==> src/rtl/mips_muldiv_pkg.sv <==
// Shared constants for the MIPS multiply/divide unit: op codes, FSM state
// encodings, iteration/latency counts and a small operand helper.
// Optional build macro: MIPS_MULDIV_FAST_MULT_EN (single-cycle MULT/MULTU).
package mips_muldiv_pkg;

    localparam int MULDIV_WIDTH       = 32;
    localparam int MULDIV_ITER_CYCLES = 32;
    localparam int MULDIV_LATENCY     = 33;

    // Op codes as presented on op_code; 6 and 7 are reserved and ignored.
    localparam logic [2:0] OP_MULT  = 3'd0;
    localparam logic [2:0] OP_MULTU = 3'd1;
    localparam logic [2:0] OP_DIV   = 3'd2;
    localparam logic [2:0] OP_DIVU  = 3'd3;
    localparam logic [2:0] OP_MTHI  = 3'd4;
    localparam logic [2:0] OP_MTLO  = 3'd5;

    // FSM state encodings.
    typedef logic [1:0] muldiv_state_t;
    localparam muldiv_state_t ST_IDLE = 2'd0;
    localparam muldiv_state_t ST_ITER = 2'd1;
    localparam muldiv_state_t ST_FIX  = 2'd2;

    // Magnitude of an operand; only negated when the op is signed and the
    // value is negative. 32'h8000_0000 maps to itself, which is the correct
    // unsigned magnitude.
    function automatic logic [MULDIV_WIDTH-1:0] abs_val(
        input logic [MULDIV_WIDTH-1:0] v,
        input logic                    is_signed
    );
        return (is_signed && v[MULDIV_WIDTH-1]) ? -v : v;
    endfunction

endpackage

==> src/rtl/mips_muldiv_iter.sv <==
// Iterative 64-bit shift datapath: unsigned shift-add multiply and
// restoring shift-subtract divide, one step per cycle, with a step counter.
// Multiply: acc_lo starts as the multiplier, opnd is the multiplicand.
// Divide:   acc_lo starts as the dividend (ends as quotient), opnd is the
//           divisor, acc_hi ends as the remainder.
module mips_muldiv_iter
    import mips_muldiv_pkg::*;
#(
    parameter int WIDTH = 32
) (
    input  logic             clk,
    input  logic             reset,
    input  logic             load,
    input  logic             step,
    input  logic             is_div,
    input  logic [WIDTH-1:0] load_lo,
    input  logic [WIDTH-1:0] load_opnd,
    output logic [WIDTH-1:0] acc_hi,
    output logic [WIDTH-1:0] acc_lo,
    output logic             last
);

    localparam int CNT_W = $clog2(MULDIV_ITER_CYCLES);

    logic [WIDTH-1:0] acc_hi_q;
    logic [WIDTH-1:0] acc_lo_q;
    logic [WIDTH-1:0] opnd_q;
    logic [CNT_W-1:0] cnt_q;

    logic [WIDTH:0]   mult_sum;
    logic [WIDTH:0]   div_shift;
    logic [WIDTH:0]   div_diff;
    logic             div_ge;
    logic [WIDTH-1:0] next_hi;
    logic [WIDTH-1:0] next_lo;

    // One step of either algorithm, selected by is_div.
    always_comb begin
        mult_sum  = {1'b0, acc_hi_q} + (acc_lo_q[0] ? {1'b0, opnd_q} : '0);
        div_shift = {acc_hi_q, acc_lo_q[WIDTH-1]};
        div_diff  = div_shift - {1'b0, opnd_q};
        div_ge    = (div_shift >= {1'b0, opnd_q});
        if (is_div) begin
            next_hi = div_ge ? div_diff[WIDTH-1:0] : div_shift[WIDTH-1:0];
            next_lo = {acc_lo_q[WIDTH-2:0], div_ge};
        end else begin
            next_hi = mult_sum[WIDTH:1];
            next_lo = {mult_sum[0], acc_lo_q[WIDTH-1:1]};
        end
    end

    // Accumulator and counter: load clears, step advances; counter wraps 31 -> 0.
    always_ff @(posedge clk) begin
        if (reset) begin
            acc_hi_q <= '0;
            acc_lo_q <= '0;
            opnd_q   <= '0;
            cnt_q    <= '0;
        end else if (load) begin
            acc_hi_q <= '0;
            acc_lo_q <= load_lo;
            opnd_q   <= load_opnd;
            cnt_q    <= '0;
        end else if (step) begin
            acc_hi_q <= next_hi;
            acc_lo_q <= next_lo;
            cnt_q    <= cnt_q + CNT_W'(1);
        end
    end

    assign acc_hi = acc_hi_q;
    assign acc_lo = acc_lo_q;
    assign last   = (cnt_q == CNT_W'(MULDIV_ITER_CYCLES - 1));

endmodule

==> src/rtl/mips_muldiv_unit.sv <==
// MIPS multiply/divide unit with architectural HI/LO registers.
// FSM IDLE -> ITER (32 steps) -> FIX (sign fix, HI/LO commit, done pulse).
// Optional build macro: MIPS_MULDIV_FAST_MULT_EN makes MULT/MULTU complete
// through a single-cycle multiplier at the start edge; divides stay iterative.
// Handshake: op_start is a one-cycle request sampled on the rising edge; it is
// accepted only while busy=0 and otherwise dropped, so control must stall.
module mips_muldiv_unit
    import mips_muldiv_pkg::*;
#(
    parameter int WIDTH = 32
) (
    input  logic             clk,
    input  logic             reset,
    input  logic             op_start,
    input  logic [2:0]       op_code,
    input  logic [WIDTH-1:0] operand_a,
    input  logic [WIDTH-1:0] operand_b,
    output logic             busy,
    output logic             done,
    output logic [WIDTH-1:0] hi,
    output logic [WIDTH-1:0] lo
);

    muldiv_state_t    state_q;
    logic [WIDTH-1:0] hi_q;
    logic [WIDTH-1:0] lo_q;
    logic             done_q;
    logic             is_div_q;
    logic             res_neg_q;
    logic             rem_neg_q;
    logic             b_zero_q;
    logic [WIDTH-1:0] a_raw_q;

    logic             start_ok;
    logic             iter_start;
    logic             op_signed;
    logic             op_is_div;
    logic [WIDTH-1:0] abs_a;
    logic [WIDTH-1:0] abs_b;
    logic [WIDTH-1:0] acc_hi;
    logic [WIDTH-1:0] acc_lo;
    logic             iter_last;
    logic [2*WIDTH-1:0] prod_fix;
    logic [WIDTH-1:0] fix_hi;
    logic [WIDTH-1:0] fix_lo;

    // Accept a mult/div only from IDLE; requests during busy are dropped.
    assign start_ok  = op_start && (state_q == ST_IDLE) && (op_code <= OP_DIVU);
    assign op_signed = ~op_code[0];
    assign op_is_div = op_code[1];
    assign abs_a     = abs_val(operand_a, op_signed);
    assign abs_b     = abs_val(operand_b, op_signed);

`ifdef MIPS_MULDIV_FAST_MULT_EN
    logic               fast_start;
    logic [2*WIDTH-1:0] fast_prod;

    assign iter_start = start_ok && op_is_div;
    assign fast_start = start_ok && !op_is_div;

    // Single-cycle product; sign- or zero-extend then keep the low 64 bits.
    always_comb begin
        if (op_signed)
            fast_prod = {{WIDTH{operand_a[WIDTH-1]}}, operand_a} *
                        {{WIDTH{operand_b[WIDTH-1]}}, operand_b};
        else
            fast_prod = {{WIDTH{1'b0}}, operand_a} * {{WIDTH{1'b0}}, operand_b};
    end
`else
    assign iter_start = start_ok;
`endif

    mips_muldiv_iter #(.WIDTH(WIDTH)) u_iter (
        .clk       (clk),
        .reset     (reset),
        .load      (iter_start),
        .step      (state_q == ST_ITER),
        .is_div    (is_div_q),
        .load_lo   (op_is_div ? abs_a : abs_b),
        .load_opnd (op_is_div ? abs_b : abs_a),
        .acc_hi    (acc_hi),
        .acc_lo    (acc_lo),
        .last      (iter_last)
    );

    // Sign correction of the unsigned magnitude result, plus divide-by-zero.
    always_comb begin
        prod_fix = res_neg_q ? -{acc_hi, acc_lo} : {acc_hi, acc_lo};
        fix_hi   = prod_fix[2*WIDTH-1:WIDTH];
        fix_lo   = prod_fix[WIDTH-1:0];
        if (is_div_q) begin
            fix_lo = res_neg_q ? -acc_lo : acc_lo;
            fix_hi = rem_neg_q ? -acc_hi : acc_hi;
            if (b_zero_q) begin
                fix_hi = a_raw_q;
                fix_lo = '1;
            end
        end
    end

    // Control FSM and HI/LO registers.
    always_ff @(posedge clk) begin
        if (reset) begin
            state_q   <= ST_IDLE;
            hi_q      <= '0;
            lo_q      <= '0;
            done_q    <= 1'b0;
            is_div_q  <= 1'b0;
            res_neg_q <= 1'b0;
            rem_neg_q <= 1'b0;
            b_zero_q  <= 1'b0;
            a_raw_q   <= '0;
        end else begin
            done_q <= 1'b0;
            case (state_q)
                ST_IDLE: begin
                    if (iter_start) begin
                        state_q   <= ST_ITER;
                        is_div_q  <= op_is_div;
                        res_neg_q <= op_signed && (operand_a[WIDTH-1] ^ operand_b[WIDTH-1]);
                        rem_neg_q <= op_signed && operand_a[WIDTH-1];
                        b_zero_q  <= (operand_b == '0);
                        a_raw_q   <= operand_a;
`ifdef MIPS_MULDIV_FAST_MULT_EN
                    end else if (fast_start) begin
                        hi_q   <= fast_prod[2*WIDTH-1:WIDTH];
                        lo_q   <= fast_prod[WIDTH-1:0];
                        done_q <= 1'b1;
`endif
                    end else if (op_start && op_code == OP_MTHI) begin
                        hi_q <= operand_a;
                    end else if (op_start && op_code == OP_MTLO) begin
                        lo_q <= operand_a;
                    end
                end
                ST_ITER: begin
                    if (iter_last)
                        state_q <= ST_FIX;
                end
                ST_FIX: begin
                    hi_q    <= fix_hi;
                    lo_q    <= fix_lo;
                    done_q  <= 1'b1;
                    state_q <= ST_IDLE;
                end
                default: state_q <= ST_IDLE;
            endcase
        end
    end

    assign busy = (state_q != ST_IDLE);
    assign done = done_q;
    assign hi   = hi_q;
    assign lo   = lo_q;

endmodule

==> config.mk <==
export PLATFORM = sky130hd
export DESIGN_NAME = mips_muldiv_unit
export DESIGN_NICKNAME = d
export VERILOG_FILES = /design/src/rtl/mips_muldiv_pkg.sv /design/src/rtl/mips_muldiv_iter.sv /design/src/rtl/mips_muldiv_unit.sv
export SDC_FILE = /design/constraint.sdc
export NUM_CORES = 1
export LEC_CHECK = 0
export CORE_ASPECT_RATIO = 1.2
export CORE_MARGIN = 4
export CORE_UTILIZATION = 55
export CTS_CLUSTER_SIZE = 14
export DETAILED_ROUTE_END_ITERATION = 7
export PLACE_DENSITY = 0.77
export SLEW_MARGIN = 20
export SYNTH_ARGS = -nofsm -noshare
export SYNTH_HDL_FRONTEND = slang
export SYNTH_SLANG_ARGS = --single-unit
==> constraint.sdc <==
create_clock -name clk -period 4.4 [get_ports clk]
set_clock_uncertainty 0.1 [all_clocks]
set_input_delay 1.32 -clock clk [delete_from_list [all_inputs] [get_ports clk]]
set_output_delay 1.32 -clock clk [all_outputs]
set_load 0.03 [all_outputs]
==> metrics.md <==
| Metric | Value |
|---|---|
| Outcome | `complete, no violations` |
| Period utilization | `between 90% and 100%` |
| Post-DP Area | `around 18,000 um^2` |
| PwrDens | `between 300 and 400 nW/um^2` |
| Mean Syn Cell Area | `roughly 7 um^2` |
| Fin crit period | `a little under 4000 ps` |
| Critical R2R Launch | `u_iter.acc_lo[0]$_SDFFE_PP0P_` |
| Root Driver | `clkbuf_16` |
| Worst Path Required | `around 4700 ps` |
| Post-layout util | `between 60% and 70%` |
| Worst-Margin Slew | `1040 ps` |
| CTS tree | `done` |
| Final WL | `64.8 mm` |
| Most frequent cells in the layout | `nand2_1, a21oi_1, nor2_1, dfxtp_1, o21ai_0` |
| Reg2Reg Setup Slack | `roughly 520 ps` |
| # IOs | `136` |
| Vias | `18,200` |
| Design Area, Final | `19,300 um^2` |
| Routability cong. | `roughly 1` |
| Worst R2R End | `u_iter.acc_hi[29]$_SDFFE_PP0P_` |
| Worst vdd ir | `just over 300 uV` |
| GRT Overall Usage | `37.6%` |
| CP Capture Point | `u_iter.acc_lo[26]$_SDFFE_PP0P_` |
| Std cell rows | `69` |
| Register area share after synthesis | `about 25%` |
| Longest Clk Path Bufs | `3` |
| CP arrival | `around 4300 ps` |
| Most used DFF post-synth | `dfxtp_1` |
| RSZ-0062 raised after global routing | `false` |
| Flops & latches, synth | `204` |
| Total power | `~6 mW` |
| Cell count after placement | `roughly 2,700` |
| H-tree Lvls | `1` |
| CTS-repair resized insts | `0` |
| FMAX | `between 0.2 and 0.3 GHz` |
| Synth warnings | `0` |
| DR iter-0 viols | `2,262` |
| Pleak | `approximately 7.4 nW` |
| Die width | `about 170 um` |
| Vias in the first global route | `between 15,000 and 20,000` |
| Die area | `approximately 33,000 um^2` |
| Crit-path max cell delay | `between 500 and 600 ps` |
| DP HPWL | `around 48 mm` |
| Antenna fix cells | `0` |
| WS Path Type | `input port to register` |
| Final hold vios | `0` |
| Worst r2r path cells | `15` |
| Fill cells | `2,704` |
| # DRC | `0` |
| Routed len/inst | `23.3 um` |
| Async set-or-reset flop fraction in the synthesized netlist | `0%` |
| Syn_nets | `between 2,000 and 2,500` |
| Setup bufs post-CTS | `0` |
| Crit start category | `input port` |
| Post-DRT Antenna Nets | `0` |
| CTS Buf Count | `24` |
| First-pass GRT wire length | `slightly below 100 mm` |
| Crit path from | `operand_a[2]` |
| Height of the die | `197 um` |
| Worst relative slew slack | `between 30 and 40%` |
| Cell count after synthesis | `2,300` |
| DRT Pass-1 Iters | `6` |
| Nets | `between 2,000 and 3,000` |
| Reg clk slew, reported paths | `60 ps` |
| WHS | `353 ps` |
| Netlist cell types | `65` |
| CP Max Fanout | `3` |
| Multi-input logic area | `about 11,000 um^2` |
| Largest net degree at the start of global routing | `about 130` |
| Register Area | `4090 um^2` |
| Finished Layout Cells | `approximately 2,800` |
| Via density | `~6.5` |
| CTS sink cnt | `about 200` |
| Max-slew violations | `0` |
| Maxcap violations | `0` |
| Grt total ovfl | `0` |
| CTS Hold Bufs | `0` |
| Worst min path class | `register to register` |
| Skew-Pair Late Insertion Delay | `approximately 560 ps` |
| Count of final setup violators | `0` |
| Critical-path cell list | `clkdlybuf4s50_1 > or4_1 > nor4_1 > and2_1 > nand3b_1 > nor4_1 > buf_4 > a21oi_1 > xnor2_1 > nor2_1 > a21oi_1 > o22ai_1` |
| Syn-to-layout area delta | `17.5%` |
| Port Buffers | `~140` |
| Core Area | `~30,000 um^2` |
| Post-Syn Area | `~16,000 um^2` |
| Share of cells above drive strength 1 | `7.40%` |
| Crit. End Element | `register` |
| Post-synth EDFFs | `0` |
| Initial antenna violation count | `0` |
| Most common cell after layout, fill and taps aside | `nand2_1` |
| Slowest-stage cell, CP | `or4_1` |
| Starting Density | `about 56%` |
-- flip-flops by register name, summed over array words and instances, names as in the netlist --
name	cells
hi	32
done	1
u_iter.acc_hi	32
lo	32
state_q	2
is_div_q	1
rem_neg_q	1
res_neg_q	1
a_raw_q	32
u_iter.acc_lo	32
u_iter.opnd_q	32
u_iter.cnt_q	5
b_zero_q	1
-- power breakdown --
part           internal [mW]  leakage, nW  switching, mW
sequential              1.93         1.66          0.124
combinational          0.688         5.28           1.14
clock                   1.38        0.434          0.885
-- metal layers --
metal | GRT usage, % | vias up | wire, um | share of wire [%]
met2 | 60.8 | 1032 | 29100 | 45
met4 | 23.3 | 0 | 4770 | 7.4
li1 | - | 8398 | - | -
met1 | 46.8 | 8536 | 24900 | 38
met5 | 0 | - | 0 | 0
met3 | 6.67 | 235 | 5970 | 9.2
-- cells by family after synthesis --
family | after synthesis | synth area share [%]
multiplexers | 65 | 3.96
flip-flops | 204 | 24.8
adder cells (fa/ha/maj) | 72 | 5.57
AND/OR/NAND/NOR | 731 | 19.8
buffers and inverters | 255 | 5.89
AO/OA/AOI/OAI | 772 | 29.2
XOR/XNOR | 201 | 10.7
-- metrics by stage --
| step | worst slack, ps | setup TNS (ps) |
|---|---|---|
| floorplan | 543 | 0 |
| global placement | 10.7 | 0 |
| detailed placement | -82.5 | -164 |
| CTS | 460 | 0 |
| global route | 142 | 0 |
| finish | 425 | 0 |
-- critical path: cells and delay by family --
kind | cells | cell delay (ps)
buffers and inverters | 2 | 600
XOR/XNOR | 1 | 260
AO/OA/AOI/OAI | 3 | 300
AND/OR/NAND/NOR | 6 | 1760
-- area by class of cell --
type,count,share of cell area [%]
clock inverter,13,1.07
tap,390,2.53
timing repair buffer,241,11.4
clock buffer,30,3.48
sequential,204,21.2
multi-input combinational,1841,59.1
inverter,62,1.20
-- Yosys cell counts, types with 3 or more instances --
library cell	n	area (um^2)
nor3b_1	5	37.5
a211oi_1	50	375
o21ai_0	148	741
o31ai_1	38	285
nor2b_1	14	87.6
or3b_2	3	26.3
or3_1	20	125
dfxtp_1	204	4080
o221ai_1	36	315
nand4_1	12	75.1
o2111ai_1	3	26.3
inv_1	61	229
buf_1	20	75.1
a21o_1	36	270
o31a_1	4	35.0
a21oi_1	276	1380
o22ai_1	28	175
nand2_1	297	1110
or4_1	20	150
xor2_1	62	543
ha_1	70	876
o21bai_1	8	60.1
nor4_1	24	150
and2_1	8	50.1
nand3_1	22	110
or2_2	9	56.3
o41ai_1	11	96.3
o211ai_1	69	518
and3_1	13	81.3
nor3_1	35	175
nand2b_1	19	119
a2111oi_0	5	43.8
nor2_1	221	830
buf_2	3	15.0
o21ai_1	3	15.0
o311ai_0	5	43.8
xnor2_1	139	1220
nand3b_1	4	30.0
mux2i_1	64	641
a221oi_1	10	87.6
a31oi_1	11	68.8
o21a_1	8	60.1
clkbuf_1	169	634
a311oi_1	6	52.6
a21boi_0	4	30.0
-- worst min path at each step --
stage	startpoint	end	cells past startpoint	slack [ps]
after floorplan	u_iter.opnd_q[2]$_SDFFE_PP0P_	u_iter.opnd_q[2]$_SDFFE_PP0P_	2	330
after global placement	lo[18]$_SDFFE_PP0P_	lo[18]$_SDFFE_PP0P_	2	340
after detailed placement	lo[11]$_SDFFE_PP0P_	lo[11]$_SDFFE_PP0P_	2	340
after CTS	a_raw_q[11]$_SDFFE_PP0P_	a_raw_q[11]$_SDFFE_PP0P_	2	350
after global routing	a_raw_q[0]$_SDFFE_PP0P_	a_raw_q[0]$_SDFFE_PP0P_	2	370
final	lo[8]$_SDFFE_PP0P_	lo[8]$_SDFFE_PP0P_	2	350
Power figures use the tool's default switching activity.
